`src/rtl/reg_write_scheduler.sv`:
```
// reg_write_scheduler
//   Feeds a 16-bit dual-write-port register that alternates between its two
//   write ports with an internal turn toggle. Two request streams are buffered
//   in per-source FIFOs; the scheduler keeps a mirror of the register's turn
//   bit so every accepted word is written exactly once, in per-source order.
//
//   Timing: rd_busy is registered internally (rd_busy_q) before it is used.
//   The register's read_enable_1 must therefore be either driven one cycle
//   after rd_busy, or tied to that delayed copy. The decision taken in cycle t
//   is registered onto write_enable_1/2 and sampled by the register at edge t+1.
//
//   state | meaning
//   ------+-----------------------------------------------------------
//   P1    | register will accept port 1 next (primary FIFO1, skip FIFO2)
//   P2    | register will accept port 2 next (primary FIFO2, skip FIFO1)
//
// Ports
//   clk, reset (async active-low)
//   src1_valid/src1_data/src1_ready   source 1 handshake
//   src2_valid/src2_data/src2_ready   source 2 handshake
//   rd_busy                           register read in progress (see above)
//   write_enable_1/2, data_in_1/2     register write ports (registered)
//   level1/level2                     FIFO occupancy
//   idle                              both FIFOs empty, no write this cycle
module reg_write_scheduler #(
  parameter  int DATA_W = 16,
  parameter  int DEPTH  = 4,
  localparam int AW     = $clog2(DEPTH),
  localparam int LW     = AW + 1
) (
  input  logic              clk,
  input  logic              reset,
  input  logic              src1_valid,
  input  logic [DATA_W-1:0] src1_data,
  output logic              src1_ready,
  input  logic              src2_valid,
  input  logic [DATA_W-1:0] src2_data,
  output logic              src2_ready,
  input  logic              rd_busy,
  output logic              write_enable_1,
  output logic              write_enable_2,
  output logic [DATA_W-1:0] data_in_1,
  output logic [DATA_W-1:0] data_in_2,
  output logic [LW-1:0]     level1,
  output logic [LW-1:0]     level2,
  output logic              idle
);

  typedef enum logic {P1 = 1'b0, P2 = 1'b1} turn_t;

  localparam logic [AW-1:0] PTR_ONE = AW'(1);
  localparam logic [LW-1:0] CNT_ONE = LW'(1);
  localparam logic [LW-1:0] FULL    = LW'(DEPTH);

  logic [DATA_W-1:0] mem1_q [DEPTH];
  logic [DATA_W-1:0] mem2_q [DEPTH];
  logic [AW-1:0]     wptr1_q, rptr1_q, wptr2_q, rptr2_q;
  logic [LW-1:0]     cnt1_q, cnt2_q;

  turn_t             turn_q, turn_d;
  logic              rd_busy_q;
  logic              we1_q, we1_d, we2_q, we2_d;
  logic [DATA_W-1:0] din1_q, din1_d, din2_q, din2_d;

  logic              push1, push2, pop1, pop2;
  logic              empty1, empty2;
  logic [DATA_W-1:0] head1, head2;

  assign src1_ready = (cnt1_q < FULL);
  assign src2_ready = (cnt2_q < FULL);
  assign push1      = src1_valid && src1_ready;
  assign push2      = src2_valid && src2_ready;
  assign empty1     = (cnt1_q == '0);
  assign empty2     = (cnt2_q == '0);
  assign head1      = mem1_q[rptr1_q];
  assign head2      = mem2_q[rptr2_q];

  // A wrong-turn enable (skip) makes the register toggle without writing;
  // it is used when the primary FIFO is empty but the other one has data,
  // so the other source is not starved. The skip word is not popped.
  always_comb begin
    we1_d  = 1'b0;
    we2_d  = 1'b0;
    din1_d = din1_q;
    din2_d = din2_q;
    pop1   = 1'b0;
    pop2   = 1'b0;
    turn_d = turn_q;
    if (!rd_busy_q) begin
      if (turn_q == P1) begin
        if (!empty1) begin
          we1_d  = 1'b1;
          din1_d = head1;
          pop1   = 1'b1;
          turn_d = P2;
        end else if (!empty2) begin
          we2_d  = 1'b1;
          din2_d = head2;
          turn_d = P2;
        end
      end else begin
        if (!empty2) begin
          we2_d  = 1'b1;
          din2_d = head2;
          pop2   = 1'b1;
          turn_d = P1;
        end else if (!empty1) begin
          we1_d  = 1'b1;
          din1_d = head1;
          turn_d = P1;
        end
      end
    end
  end

  always_ff @(posedge clk or negedge reset) begin
    if (!reset) begin
      turn_q    <= P1;
      rd_busy_q <= 1'b0;
      we1_q     <= 1'b0;
      we2_q     <= 1'b0;
      din1_q    <= '0;
      din2_q    <= '0;
      wptr1_q   <= '0;
      rptr1_q   <= '0;
      cnt1_q    <= '0;
      wptr2_q   <= '0;
      rptr2_q   <= '0;
      cnt2_q    <= '0;
    end else begin
      turn_q    <= turn_d;
      rd_busy_q <= rd_busy;
      we1_q     <= we1_d;
      we2_q     <= we2_d;
      din1_q    <= din1_d;
      din2_q    <= din2_d;
      if (push1) wptr1_q <= wptr1_q + PTR_ONE;
      if (pop1)  rptr1_q <= rptr1_q + PTR_ONE;
      if (push2) wptr2_q <= wptr2_q + PTR_ONE;
      if (pop2)  rptr2_q <= rptr2_q + PTR_ONE;
      if (push1 && !pop1)      cnt1_q <= cnt1_q + CNT_ONE;
      else if (!push1 && pop1) cnt1_q <= cnt1_q - CNT_ONE;
      if (push2 && !pop2)      cnt2_q <= cnt2_q + CNT_ONE;
      else if (!push2 && pop2) cnt2_q <= cnt2_q - CNT_ONE;
    end
  end

  // Storage needs no reset; occupancy is governed by the pointers.
  always_ff @(posedge clk) begin
    if (push1) mem1_q[wptr1_q] <= src1_data;
    if (push2) mem2_q[wptr2_q] <= src2_data;
  end

  assign write_enable_1 = we1_q;
  assign write_enable_2 = we2_q;
  assign data_in_1      = din1_q;
  assign data_in_2      = din2_q;
  assign level1         = cnt1_q;
  assign level2         = cnt2_q;
  assign idle           = empty1 && empty2 && !we1_q && !we2_q;

endmodule

```
`config.mk`:
```
export PLATFORM = sky130hd
export DESIGN_NAME = reg_write_scheduler
export DESIGN_NICKNAME = d
export VERILOG_FILES = /design/src/rtl/reg_write_scheduler.sv
export SDC_FILE = /design/constraint.sdc
export NUM_CORES = 1
export LEC_CHECK = 0
export ABC_AREA = 1
export BUFFER_PORTS_ARGS = -buffer_cell sky130_fd_sc_hd__buf_2
export CAP_MARGIN = 20
export CORE_ASPECT_RATIO = 0.8
export CORE_UTILIZATION = 30
export CTS_CLUSTER_DIAMETER = 60
export DETAILED_ROUTE_END_ITERATION = 12
export PLACE_DENSITY = 0.52
export SYNTH_ARGS = -nofsm -noshare
export SYNTH_HDL_FRONTEND = slang
export SYNTH_SLANG_ARGS = --single-unit
```
`constraint.sdc`:
```
create_clock -name clk -period 5.12 [get_ports clk]
set_input_delay 0.256 -clock clk [delete_from_list [all_inputs] [get_ports clk]]
set_output_delay 0.256 -clock clk [all_outputs]
set_load 0.03 [all_outputs]
```
==> out/summary.txt <==
Pwr Total = 5.17 mW
Clk buf depth = 2
Final wirelength = 15.9 mm
Root buf cell = clkbuf_16
Placement Setup Slack = 3.12 ns
Via Count = 4,688
Worst-path maximum fanout = 4
Worst R2R Start = level1[0]
Final period util = 0.418
Initial DRC Count = 218
Max-cap violation count = 0
Most common cell after layout, fill and taps aside = nand2_1
Pwr Density = 589 mW/mm2
Synth Area in XOR/XNOR = 0.0117
Simple-Gate Fraction of Synth Area = 0.212
CP Launch Point = level1[0]
Number of global-route vias before repair = 4,351
LEAKAGE = 4.12 nW
Die area = 0.0256 mm2
Cell area after synthesis = 0.00747 mm2
Final nets = 862
Mux contribution to synthesized area = 0
First-pass GRT wire length = 24.9 mm
Final ANT Viol Nets = 0
Setup violators final = 0
Ports = 80
Placed wire-length estimate = 9.78 mm
Design area = 0.00878 mm2
FMAX = 467 MHz
Core area = 0.0244 mm2
Worst Hold Margin = 0.0436 ns
Final core occ = 0.360
Number of buffers created by CTS = 17
Final worst slack = 2.98 ns
Share of cells above drive strength 1 = 0.166
Worst setup SP type = register
RSZ-0062 raised after global routing = no
Post-cts hold buffer count = 2
GRT overflow = 0
Drt wl/cell = 13.9 um
Worst vdd ir = 232 uV
Synth Instances = 726
Cell variety after synth = 20
Die Wd = 178 um
Met3 WL = 771 um
Final setup TNS = 0 ns
Post-synthesis sequential element count = 178
Met1 WL = 7.69 mm
WP data arrival = 1.88 ns
DP Cell Count = 1,110
Top sig layer = met4
Worst relative slew slack = 0.392
CTS tree = yes
Status = finished clean
Avg Cell Area, Syn = 10.3 um2
Number of vias per cell = 4.09
Clk_skew = 0.0101 ns
Post-synthesis compound-gate area fraction = 0.00536
Cell Rows = 51
Post-synthesis adder-cell area fraction = 0.0221
FF-to-FF path depth = 9
Worst-Margin Slew = 0.912 ns
Number of clock sinks = 178
Post_cts resized = 0
Final Wtd Congestion = 0.731
Clk pin slew, worst setup/hold paths = 0.07 ns
FF-to-FF End = level1[2]
Nature of the critical path endpoint = primary output
Warnings, synthesis = 0
R2R Setup Slk = 3.13 ns
CP Class = register to primary output
DRC errors left = 0
Pin count of the biggest net entering global routing = 51
HP Class = input pin to register
Syn_nets = 775
Area Overhead vs Synth = 17.4%
Number of setup buffers added after CTS = 0
Req. time, crit path = 4.86 ns
Seq/Total Area, Yosys = 0.682
Total Routing Usage GR = 0.133
Die Y-Extent = 143 um
Antenna violations before repair = 1
Hold Path Origin = src1_data[7]
Worst-Skew Late Latency = 0.43 ns
Max Slew Vio Count = 0
Met2 WL = 7.33 mm
Clock period minus worst slack = 2.14 ns
DRT Pass-1 Iters = 5
Most frequent cells in the layout = nand2_1 (344), edfxtp_1 (128), inv_1 (87)
CTS H-tree lvls = 4
Hold path depth = 1
Initial Utilization = 0.307
Fin. Hold Viols = 0
Final Non-Filler Cells = 1,145
WHS Endpoint = mem1_q[1][7]
Largest family of logic cells by synthesized area = simple AND/OR/NAND/NOR gates
Post-Place Cell Area = 0.00820 mm2
I/O Buffers = 79
[sequential cells by signal, summed over array words and instances, names as in the netlist, 3 cells and up]
register and cells:
level2 3, data_in_1 16, data_in_2 16, mem2_q 64
level1 3, mem1_q 64
[cells in the mapped netlist]
cell type | count | area (um2)
nor2_1 | 9 | 33.8
nor2_4 | 2 | 22.5
o21ai_0 | 4 | 20.0
xnor2_1 | 4 | 35.0
buf_2 | 16 | 80.1
xor2_1 | 6 | 52.6
fa_1 | 2 | 40.0
nand2_1 | 344 | 1290
a21oi_1 | 4 | 20.0
dfrtp_1 | 50 | 1250
ha_1 | 10 | 125
inv_1 | 87 | 327
buf_4 | 5 | 37.5
nor2_2 | 2 | 12.5
nand2_2 | 5 | 31.3
edfxtp_1 | 128 | 3840
inv_2 | 7 | 26.3
nor3_1 | 1 | 5.00
nand3_1 | 37 | 185
buf_6 | 3 | 33.8
[cell type report]
cell class                      instances  area (um2)
Fill cell                            2485       15600
Antenna cell                            1        2.50
Inverter                               94         353
Sequential cell                       178        5090
Clock buffer                           17         425
Clock inverter                         15         131
Tap cell                              318         398
Timing Repair Buffer                   92         498
Multi-Input combinational cell        430        1870
[worst max-delay path by stage]
stage	endpoint	slack, ns	cells past startpoint
floorplan	mem2_q[0][0]	3.11	3
global placement	level1[2]	3.19	9
detailed placement	level1[2]	3.12	9
CTS	idle	2.88	6
global route	idle	2.85	6
finish	idle	2.98	6
[cell families (layout without fill, tap and decap cells)]
kind of cell | Yosys count | count (layout)
AND/OR/NAND/NOR | 400 | 400
buffers and inverters | 118 | 218
AO/OA/AOI/OAI | 8 | 8
XOR/XNOR | 10 | 10
adder cells (fa/ha/maj) | 12 | 12
flip-flops | 178 | 178
other | 0 | 1
[routing by layer]
layer,global-route usage,vias up
met5,0,-
met1,0.178,2177
met4,0.0388,0
met2,0.204,58
li1,-,2446
met3,0.0450,7
[worst max-delay path, stage by stage, from the launching register on]
cell and delay, ns:
dfrtp_1 0.45, nor2_2 0.22, nand2_2 0.10, inv_1 0.06
nand2_1 0.08, nor3_1 0.29, buf_2 0.27
[power by group]
part	leakage (nW)	internal (mW)	switching (mW)
registers	1.78	1.90	0.206
logic	2.07	0.536	1.30
clock network	0.276	0.673	0.563
total	4.12	3.11	2.07
No activity file was read; power rests on OpenSTA's default activity.
